## src/rtl/ccl_stack_unit_if.sv

```systemverilog
// Fetch-side command/response bundle for ccl_stack_unit.
// The fetch stage drives the master side; the loop unit is the slave.
interface ccl_stack_unit_if #(
  parameter int unsigned DEPTH  = 16,
  parameter int unsigned ADDR_W = 32,
  parameter int unsigned CNT_W  = 32
);
  localparam int unsigned LVL_W = $clog2(DEPTH + 1);

  logic [1:0]        command;
  logic [ADDR_W-1:0] address;
  logic [CNT_W-1:0]  counter;
  logic [ADDR_W-1:0] inTarget;
  logic [ADDR_W-1:0] outTarget;
  logic              valid;
  logic              taken;
  logic              error;
  logic              full;
  logic              empty;
  logic [LVL_W-1:0]  level;

  modport master (
    output command, address, counter, inTarget,
    input  outTarget, valid, taken, error, full, empty, level
  );

  modport slave (
    input  command, address, counter, inTarget,
    output outTarget, valid, taken, error, full, empty, level
  );
endinterface

```

## src/rtl/ccl_stack_unit.sv

```systemverilog
// Counted-loop control unit: configurable-depth loop stack with a registered
// redirect response. Optional CCL_PERF_EN adds taken/error event counters.
module ccl_stack_unit #(
  parameter int unsigned DEPTH  = 16,
  parameter int unsigned ADDR_W = 32,
  parameter int unsigned CNT_W  = 32
) (
  input  logic                 clock,
  input  logic                 reset,
  ccl_stack_unit_if.slave      bus
`ifdef CCL_PERF_EN
  ,
  output logic [31:0]          taken_count,
  output logic [31:0]          error_count
`endif
);
  localparam int unsigned LVL_W = $clog2(DEPTH + 1);
  localparam int unsigned IDX_W = (DEPTH > 1) ? $clog2(DEPTH) : 1;

  typedef enum logic [1:0] {
    CMD_NOP   = 2'b00,
    CMD_LOOP  = 2'b01,
    CMD_BREAK = 2'b10,
    CMD_FLUSH = 2'b11
  } cmd_e;

  logic [ADDR_W-1:0] r_addr [DEPTH];
  logic [CNT_W-1:0]  r_rem  [DEPTH];
  logic [LVL_W-1:0]  r_level;
  logic              r_valid;
  logic              r_taken;
  logic              r_error;
  logic [ADDR_W-1:0] r_target;

  cmd_e              w_cmd;
  logic              w_empty;
  logic              w_full;
  logic [IDX_W-1:0]  w_top_idx;
  logic [IDX_W-1:0]  w_wr_idx;
  logic              w_match;
  logic              w_push;
  logic              w_pop;
  logic              w_dec;
  logic              w_flush;
  logic              w_valid;
  logic              w_taken;
  logic              w_error;
  logic              w_load;

  assign w_cmd   = cmd_e'(bus.command);
  assign w_empty = (r_level == '0);
  assign w_full  = (r_level == LVL_W'(DEPTH));
  // Top index is forced to 0 when empty so the read never leaves the array.
  assign w_top_idx = w_empty ? '0 : IDX_W'(r_level - LVL_W'(1));
  assign w_wr_idx  = IDX_W'(r_level);
  assign w_match   = !w_empty && (bus.address == r_addr[w_top_idx]);

  always_comb begin
    w_push  = 1'b0;
    w_pop   = 1'b0;
    w_dec   = 1'b0;
    w_flush = 1'b0;
    w_valid = 1'b0;
    w_taken = 1'b0;
    w_error = 1'b0;
    w_load  = 1'b0;
    unique case (w_cmd)
      CMD_LOOP: begin
        if (w_match) begin
          w_valid = 1'b1;
          if (r_rem[w_top_idx] == '0) begin
            w_pop = 1'b1;
          end else begin
            w_dec   = 1'b1;
            w_taken = 1'b1;
            w_load  = 1'b1;
          end
        end else if (bus.counter == '0) begin
          w_error = 1'b1;
        end else if (bus.counter == CNT_W'(1)) begin
          w_valid = 1'b1;
        end else if (!w_full) begin
          w_push  = 1'b1;
          w_valid = 1'b1;
          w_taken = 1'b1;
          w_load  = 1'b1;
        end else begin
          w_error = 1'b1;
        end
      end
      CMD_BREAK: begin
        if (!w_empty) begin
          w_pop   = 1'b1;
          w_valid = 1'b1;
          w_taken = 1'b1;
          w_load  = 1'b1;
        end else begin
          w_error = 1'b1;
        end
      end
      CMD_FLUSH: begin
        w_flush = 1'b1;
        w_valid = 1'b1;
      end
      default: ;
    endcase
  end

  always_ff @(posedge clock) begin
    if (reset) begin
      r_level  <= '0;
      r_valid  <= 1'b0;
      r_taken  <= 1'b0;
      r_error  <= 1'b0;
      r_target <= '0;
    end else begin
      r_valid <= w_valid;
      r_taken <= w_taken;
      r_error <= w_error;
      if (w_load) r_target <= bus.inTarget;
      if (w_flush)     r_level <= '0;
      else if (w_push) r_level <= r_level + LVL_W'(1);
      else if (w_pop)  r_level <= r_level - LVL_W'(1);
    end
  end

  // Entry payloads are intentionally unreset; only level defines validity.
  // Push stores counter-2: the first body pass and this redirect are already spent.
  always_ff @(posedge clock) begin
    if (!reset) begin
      if (w_push) begin
        r_addr[w_wr_idx] <= bus.address;
        r_rem[w_wr_idx]  <= bus.counter - CNT_W'(2);
      end else if (w_dec) begin
        r_rem[w_top_idx] <= r_rem[w_top_idx] - CNT_W'(1);
      end
    end
  end

`ifdef CCL_PERF_EN
  always_ff @(posedge clock) begin
    if (reset) begin
      taken_count <= '0;
      error_count <= '0;
    end else begin
      if (w_valid && w_taken) taken_count <= taken_count + 32'd1;
      if (w_error)            error_count <= error_count + 32'd1;
    end
  end
`endif

  assign bus.outTarget = r_target;
  assign bus.valid     = r_valid;
  assign bus.taken     = r_taken;
  assign bus.error     = r_error;
  assign bus.full      = w_full;
  assign bus.empty     = w_empty;
  assign bus.level     = r_level;
endmodule

```

## src/flat_wrapper.sv

```systemverilog
// flat-port wrapper written by rule: the top's interface ports become plain ports
module ccl_stack_unit_flat 
#(
  parameter int unsigned DEPTH  = 16,
  parameter int unsigned ADDR_W = 32,
  parameter int unsigned CNT_W  = 32
)
  (clock, reset, bus_command, bus_address, bus_counter, bus_inTarget, bus_outTarget, bus_valid, bus_taken, bus_error, bus_full, bus_empty, bus_level);
  ccl_stack_unit_if #(.DEPTH(DEPTH), .ADDR_W(ADDR_W), .CNT_W(CNT_W)) bus_i ();
  input  logic clock;
  input  logic reset;
  input wire logic [$bits(bus_i.command)-1:0] bus_command;
  input wire logic [$bits(bus_i.address)-1:0] bus_address;
  input wire logic [$bits(bus_i.counter)-1:0] bus_counter;
  input wire logic [$bits(bus_i.inTarget)-1:0] bus_inTarget;
  output wire logic [$bits(bus_i.outTarget)-1:0] bus_outTarget;
  output wire logic [$bits(bus_i.valid)-1:0] bus_valid;
  output wire logic [$bits(bus_i.taken)-1:0] bus_taken;
  output wire logic [$bits(bus_i.error)-1:0] bus_error;
  output wire logic [$bits(bus_i.full)-1:0] bus_full;
  output wire logic [$bits(bus_i.empty)-1:0] bus_empty;
  output wire logic [$bits(bus_i.level)-1:0] bus_level;
  assign bus_i.command = bus_command;
  assign bus_i.address = bus_address;
  assign bus_i.counter = bus_counter;
  assign bus_i.inTarget = bus_inTarget;
  assign bus_outTarget = bus_i.outTarget;
  assign bus_valid = bus_i.valid;
  assign bus_taken = bus_i.taken;
  assign bus_error = bus_i.error;
  assign bus_full = bus_i.full;
  assign bus_empty = bus_i.empty;
  assign bus_level = bus_i.level;
  ccl_stack_unit #(.DEPTH(DEPTH), .ADDR_W(ADDR_W), .CNT_W(CNT_W)) u_core (.clock(clock), .reset(reset), .bus(bus_i));
endmodule
```

## config.mk

```make
export PLATFORM = sky130hd
export DESIGN_NAME = ccl_stack_unit_flat
export DESIGN_NICKNAME = d
export VERILOG_FILES = /design/src/rtl/ccl_stack_unit_if.sv /design/src/rtl/ccl_stack_unit.sv /design/src/flat_wrapper.sv
export SDC_FILE = /design/constraint.sdc
export NUM_CORES = 1
export LEC_CHECK = 0
export BUFFER_PORTS_ARGS = -buffer_cell sky130_fd_sc_hd__buf_4
export CAP_MARGIN = 20
export CORE_MARGIN = 2
export CORE_UTILIZATION = 55
export DETAILED_ROUTE_END_ITERATION = 7
export PLACE_DENSITY = 0.75
export SKIP_CTS_REPAIR_TIMING = 1
export SLEW_MARGIN = 20
export SYNTH_ARGS = -nofsm -noshare
export SYNTH_HDL_FRONTEND = slang
export SYNTH_SLANG_ARGS = --single-unit
```

## constraint.sdc

```tcl
create_clock -name clock -period 8.65 [get_ports clock]
set_input_delay 1.2975 -clock clock [delete_from_list [all_inputs] [get_ports clock]]
set_output_delay 1.2975 -clock clock [all_outputs]
set_load 0.01 [all_outputs]
```

Word level (Yosys, flattened, before mapping)

Memory sizes are Yosys's and may differ from the RTL's.
Index checks and enable logic that the tools add are counted.

Bits in registers: 40
Bits in writable memories: 1024
Input bits: 100
Memories kept: 2

$add $sub $neg: 4
Equality and inequality tests: 6
Multiplexer cells: 38
Reductions and logical operators: 8

Memory list:

| name          | depth | width | read ports | clocked after memory_dff | wr ports | RTL line             | text |
|---|---|---|---|---|---|---|---|
| u_core.r_addr | 16    | 32    | 1          | 0                        | 1        | ccl_stack_unit.sv:27 | `logic [ADDR_W-1:0] r_addr [DEPTH];` |
| u_core.r_rem  | 16    | 32    | 1          | 0                        | 1        | ccl_stack_unit.sv:28 | `logic [CNT_W-1:0] r_rem [DEPTH];` |

Operators with widths:

| cell                                               | number |
|---|---|
| logical NOT 32 bit                                 | 2 |
| == test 32 x 1 -> 1 bit, second input constant     | 1 |
| == test 32 bit                                     | 1 |
| two-way mux 32 bit                                 | 1 |
| OR reduction 32 bit                                | 1 |
| subtractor 32 x 1 -> 32 bit, second input constant | 1 |
| subtractor 32 x 2 -> 32 bit, second input constant | 1 |
| two-way mux 1 bit                                  | 29 |
| two-way mux 5 bit                                  | 2 |
| two-way mux 4 bit                                  | 2 |
| case mux 1 bit (2 select lines)                    | 3 |
| adder 5 x 1 -> 5 bit, second input constant        | 1 |
| == test 5 bit, second input constant               | 1 |
| logical NOT 5 bit                                  | 1 |
| subtractor 5 x 1 -> 5 bit, second input constant   | 1 |
| == test 2 bit, second input constant               | 2 |
| case mux 1 bit (3 select lines)                    | 1 |
| == test 2 x 1 -> 1 bit, second input constant      | 1 |
| nonzero test 2 bit                                 | 1 |
| OR reduction 2 bit                                 | 1 |
| logical AND 1 bit                                  | 1 |
| logical NOT 1 bit                                  | 1 |

Logic depth before layout (Yosys ltp)

An unclocked memory read counts as a cell.

Depth after elaboration: 13
Gate-level depth with buffers: 32
Gate-level depth less buffers: 19

Worst setup path before layout

Ideal clock, no wire load.

Path type: register to register
Start: register u_core.r_level[0] (netlist: u_core.bus.level[0])
End: memory u_core.r_rem[10][0], enable pin
Data arrival time: 8482 ps
Data required time: 8180 ps
Slack: -302 ps
Cell stages (with the launch flop): 29
Path buffers: 12
Path through: dfxtp_1 > buf_4 > inv_2 > buf_1 > clkbuf_1 > buf_2 > buf_2 > buf_1 > buf_1 > ha_1 > or4b_4 > clkinv_4 > buf_2 > clkbuf_1 > buf_2 > clkbuf_1 > nor3_1 > o21ai_0 > a41oi_1 > a21o_1 > ha_1 > inv_1 > o32ai_1 > nand3_2 > nor4_4 > a2111oi_2 > buf_2 > nand2_1 > o31ai_1

Word-level cells in the longest chain between the ends: 13
Elaborated cells on any way between the ends: 28
Classes of those cells: add/sub: 1; eq/ne: 2; mux: 18; reduce/logical: 5; memory: 2

Ends and longest elaborated chain:

| item                                                                    | RTL line                                   | text |
|---|---|---|
| start: declaration                                                      | ccl_stack_unit.sv:29                       | `logic [LVL_W-1:0] r_level;` |
| start signal: assignment                                                | ccl_stack_unit.sv:122                      | `else if (w_push) r_level <= r_level + LVL_W'(1);` |
| start signal: assignment                                                | ccl_stack_unit.sv:123                      | `else if (w_pop) r_level <= r_level - LVL_W'(1);` |
| logical NOT 5 bit *                                                     | ccl_stack_unit.sv:51                       | `assign w_empty = (r_level == '0);` |
| net bus_empty                                                           | flat_wrapper.sv:21                         | `output wire logic [$bits(bus_i.empty)-1:0] bus_empty;` |
| two-way mux 4 bit                                                       | ccl_stack_unit.sv:54                       | `assign w_top_idx = w_empty ? '0 : IDX_W'(r_level - LVL_W'(1));` |
| memory read (16 x 32 bit), on equally long branches                     | n/a                                        |  |
| logical NOT 32 bit or == test 32 bit (tied branches)                    | ccl_stack_unit.sv:71, ccl_stack_unit.sv:56 |  |
| two-way mux 1 bit or logical AND 1 bit (tied branches)                  | ccl_stack_unit.sv:71, ccl_stack_unit.sv:56 |  |
| two-way mux 1 bit                                                       | ccl_stack_unit.sv:69                       | `if (w_match) begin` |
| two-way mux 1 bit                                                       | ccl_stack_unit.sv:67                       | `unique case (w_cmd)` |
| two-way mux 1 bit                                                       | ccl_stack_unit.sv:134                      | `end else if (w_dec) begin` |
| two-way mux 1 bit                                                       | ccl_stack_unit.sv:131                      | `if (w_push) begin` |
| two-way mux 1 bit                                                       | ccl_stack_unit.sv:130                      | `if (!reset) begin` |
| two-way mux 1 bit (implied by the code)                                 | ccl_stack_unit.sv:135                      | `r_rem[w_top_idx] <= r_rem[w_top_idx] - CNT_W'(1);` |
| OR reduction 32 bit (no source line)                                    | n/a                                        |  |
| two-way mux 4 bit (no source line) or two-way mux 1 bit (tied branches) | n/a                                        |  |
| end: declaration                                                        | ccl_stack_unit.sv:28                       |  |

The timed path passes the listed nets; every way through them passes the cells marked *.

Final worst setup path

Start: register u_core.r_level[0] (netlist: u_core.bus.level[0])
End: memory u_core.r_rem[10][23], enable pin

Word-level cells in the longest chain between the ends: 13
Elaborated cells on any way between the ends: 28
Classes of those cells: add/sub: 1; eq/ne: 2; mux: 18; reduce/logical: 5; memory: 2

Ends and longest elaborated chain:

| item                                                                    | RTL line |
|---|---|
| subtractor 5 x 1 -> 5 bit or logical NOT 5 bit (tied branches)          | ccl_stack_unit.sv:54, ccl_stack_unit.sv:51 |
| two-way mux 4 bit                                                       | ccl_stack_unit.sv:54 |
| memory read (16 x 32 bit), on equally long branches                     | n/a |
| logical NOT 32 bit or == test 32 bit (tied branches)                    | ccl_stack_unit.sv:71, ccl_stack_unit.sv:56 |
| two-way mux 1 bit or logical AND 1 bit (tied branches)                  | ccl_stack_unit.sv:71, ccl_stack_unit.sv:56 |
| two-way mux 1 bit                                                       | ccl_stack_unit.sv:69 |
| two-way mux 1 bit                                                       | ccl_stack_unit.sv:67 |
| two-way mux 1 bit                                                       | ccl_stack_unit.sv:134 |
| two-way mux 1 bit                                                       | ccl_stack_unit.sv:131 |
| two-way mux 1 bit                                                       | ccl_stack_unit.sv:130 |
| two-way mux 1 bit (implied by the code)                                 | ccl_stack_unit.sv:135 |
| OR reduction 32 bit (no source line)                                    | n/a |
| two-way mux 4 bit (no source line) or two-way mux 1 bit (tied branches) | n/a |

Parallel ways exist; a longest one is shown, timed or not.

==> parameters.txt <==
Parameter                              Value

Setup path
  Largest fanout on the critical path    74
  Type of the worst setup path    reg2reg
  Critical Path Slowest Stage Cell    sky130_fd_sc_hd__o31ai_4
  Launching element type of the critical path    flip-flop
  Worst-path cell chain    inv_4, ha_4, buf_4, nand2_1, o22ai_1, a2bb2oi_1, xnor2_1, a2111oi_0, nand4_1, nor4_1, nand4_1, buf_4, a2111oi_4, buf_12, nand2_1, o31ai_4, buf_4
  Slowest cell delay on critical path    0.84 ns
  Reg2reg start    u_core.bus.level[0]$_SDFFE_PP0P_
  Endpoint kind of the worst setup timing path    flip-flop
  Data required time of the worst path    9.01 ns
  CP arrival    7.70 ns
  Beginning of the critical path    u_core.bus.level[0]$_SDFFE_PP0P_
  Most numerous cell on the critical path    sky130_fd_sc_hd__buf_4

Finish
  Area of all sequential standard cells    approximately 32000 um2
  Diode count    0
  Final std cells w/o fill    4498
  Filler cell count    5764
  Layout cells sized above 1    16.66%
  Area growth from synthesis to layout    13.28%
  Core utilization of the finished layout    62.89%
  Multi-input gate area in the final layout    12950 um2
  Final #Nets    3466

Timing
  Final worst-path cycle share    84.91%
  Relative slew margins    26.44%
  Highest attainable clock frequency    0.1362 GHz
  Transition time of the tightest slew-check pin    between 1 and 1.5 ns
  Final Hold Violating Endpoints    0
  Count of final max-slew check failures    0
  Number of setup violations in the final report    0
  Unrepaired setup endpoints after global routing    no
  Setup TNS Final    0 ns
  Worst Skew    just under 0.02 ns
  Clock period minus final worst setup slack    about 7.3 ns

Route
  Final routed wirelength across all metal layers    132700 um
  Remaining routing DRC violations    0
  Average wire per cell in the routed design    29.50 um
  Via-per-instance ratio    6.872
  Via count of the routed design    30910
  Remaining number of nets flagged by the antenna check after routing    0
  Starting DRC count in detailed routing    4597
  Pre-antenna DRT Iters    6

Floorplanning
  IO Count    142
  Total Die Area    85070 um2
  Starting utilization of the core area    55.52%
  Die Span Y    291.7 um
  Die W    about 300 um
  Number of standard-cell rows in the floorplan    105
  Placeable Area    81980 um2

Yosys
  Cell area after synthesis    45510 um2
  Sequential share of the synthesized area    around 70%
  Synth top area share    67.56%
  Flops & latches, synth    1064
  Dominant cell by count in the synthesized netlist    sky130_fd_sc_hd__edfxtp_1
  Largest area contributor in the netlist    sky130_fd_sc_hd__edfxtp_1
  Post-synth top cells    sky130_fd_sc_hd__edfxtp_1, sky130_fd_sc_hd__nand2_1, sky130_fd_sc_hd__a21oi_1, sky130_fd_sc_hd__mux2i_1, sky130_fd_sc_hd__nand3_1
  FFs w/ async S/R, synth    0%
  Main area contributors after synthesis    sky130_fd_sc_hd__edfxtp_1, sky130_fd_sc_hd__mux2i_1, sky130_fd_sc_hd__nand2_1, sky130_fd_sc_hd__a21oi_1, sky130_fd_sc_hd__dfxtp_1
  Synth Flop Type    sky130_fd_sc_hd__edfxtp_1
  Post-synthesis net count    3319
  YS warnings    0
  Syn Area/Cell    14.19 um2
  Number of distinct library cell variants in the gate-level netlist after synthesis    100
  Number of synthesized flops with an enable pin    1024
  Post-Synthesis Cells    3208

Placement
  Detail Placement HPWL    76210 um
  Placed cell count    4320
  # port buffers    141
  Final weighted congestion in routability-driven placement    0.9087

Outcome
  Run status    finished, final reports clean

Pwr
  Total power per unit cell area    252.6 nW/um2
  Maximum ir drop on the vdd rail    0.1808 mV
  Leakage power    roughly 0.017 uW

Global routing
  Pin count of the biggest net entering global routing    ~130
  Antenna violations before repair    0
  Via count of the first global-routing pass    30500
  Global-route wire length before repair    195000 um
  Overall global routing resource usage    30.69%
  Remaining global-route overflow    0

Clock tree
  Clock buffer count from CTS    102
  Number of H-tree levels    3
  Clock latency at the later pin of the worst-skew pair    0.67 ns
  Clock root cell    sky130_fd_sc_hd__clkbuf_16
  Register clock-pin slew on the reported worst setup and hold paths    0.06 ns
  Number of buffers between clock root and the deepest sink    3
  Clock tree from TritonCTS    done
  TritonCTS sink count    approximately 1100

Hold path
  Hold path start    u_core.bus.outTarget[13]$_SDFFE_PP0P_
  Worst hold path type    reg2reg

Run
  Total of max-cap violations    0
-- power breakdown --
group          total (uW)  switching (uW)  internal [uW]
logic                2820            1900            923
registers            5710            20.6           5690
clock network        4500            1870           2630
total               13000            3790           9230
-- stage by stage --
step | total power [uW] | hold WS [ns] | setup WS [ns] | area, um2
2_1_floorplan | 7652 | 0.4922 | 0.3602 | 45520
6_report | 13020 | 0.4733 | 1.305 | 51560
3_3_place_gp | 8460 | 0.4558 | 1.736 | 48230
3_5_place_dp | 8530 | 0.4647 | 1.515 | 48230
5_1_grt | 13370 | 0.4926 | 1.154 | 51560
4_1_cts | 12950 | 0.4730 | 1.502 | 51540
-- critical path: cells and delay by family, from the launching register on --
family | cells | cell delay [ns]
compound gates | 5 | 2.56
xor+xnor | 1 | 0.09
fa+ha+maj | 1 | 0.56
buf+inv | 5 | 1.53
flops | 1 | 0.73
simple gates | 5 | 1.51
-- cell families after synthesis --
logic type	Yosys count	synth area share (%)
compound gates	748	11.23
flops	1064	69.32
mux	224	5.669
buf+inv	258	3.101
simple gates	824	8.860
xor+xnor	79	1.520
fa+ha+maj	11	0.3024
-- routing by layer --
layer	vias up	global-route usage (%)	wire length [um]
met1	15160	40.84	47260
li1	12870	-	-
met4	0	14.82	6744
met3	478	6.059	16020
met2	2403	48.82	62680
met5	-	0	0
-- final timing paths --
path / end / slack (ns) / depth (start not counted)
hold / removal: u_core.bus.outTarget[13]$_SDFFE_PP0P_ / 0.47 / 2
hold reg to reg: u_core.bus.outTarget[13]$_SDFFE_PP0P_ / 0.47 / 2
setup / recovery: u_core.r_rem[10][23]$_DFFE_PP_ / 1.31 / 17
setup reg to reg: u_core.r_rem[10][23]$_DFFE_PP_ / 1.31 / 17
-- registers in the layout, summed over array words and instances, names as in the netlist --
| signal | flops |
|---|---|
| u_core.bus.outTarget | 32 |
| u_core.r_addr | 512 |
| u_core.bus.valid | 1 |
| u_core.bus.error | 1 |
| u_core.bus.level | 5 |
| u_core.r_rem | 512 |
| u_core.bus.taken | 1 |
-- cell usage in the layout, fill, tap and decap left out, drive strengths merged, types with 19 or more instances in the layout --
cell	count
o221ai	19
a221oi	26
o211ai	28
xor2	41
xnor2	38
mux4	20
a31oi	43
dfxtp	40
mux2i	150
a311oi	28
nor3	45
nand2	294
mux2	54
edfxtp	1024
nor2	131
buf	277
and3	72
clkbuf	125
a21oi	164
o22ai	35
inv	24
o21ai	148
nand2b	21
or3	26
nand3	144
clkinv	37
a2111oi	35
a211oi	80
-- cell type report --
class                   count  area share (%)
clock inverters            52           1.167
clock buffers             125           5.259
flip-flops and latches   1064           61.20
multi-input cells        1886           25.12
inverters                  24          0.1893
repair buffers            277           4.470
well taps                1070           2.597
Power figures use the tool's default switching activity.
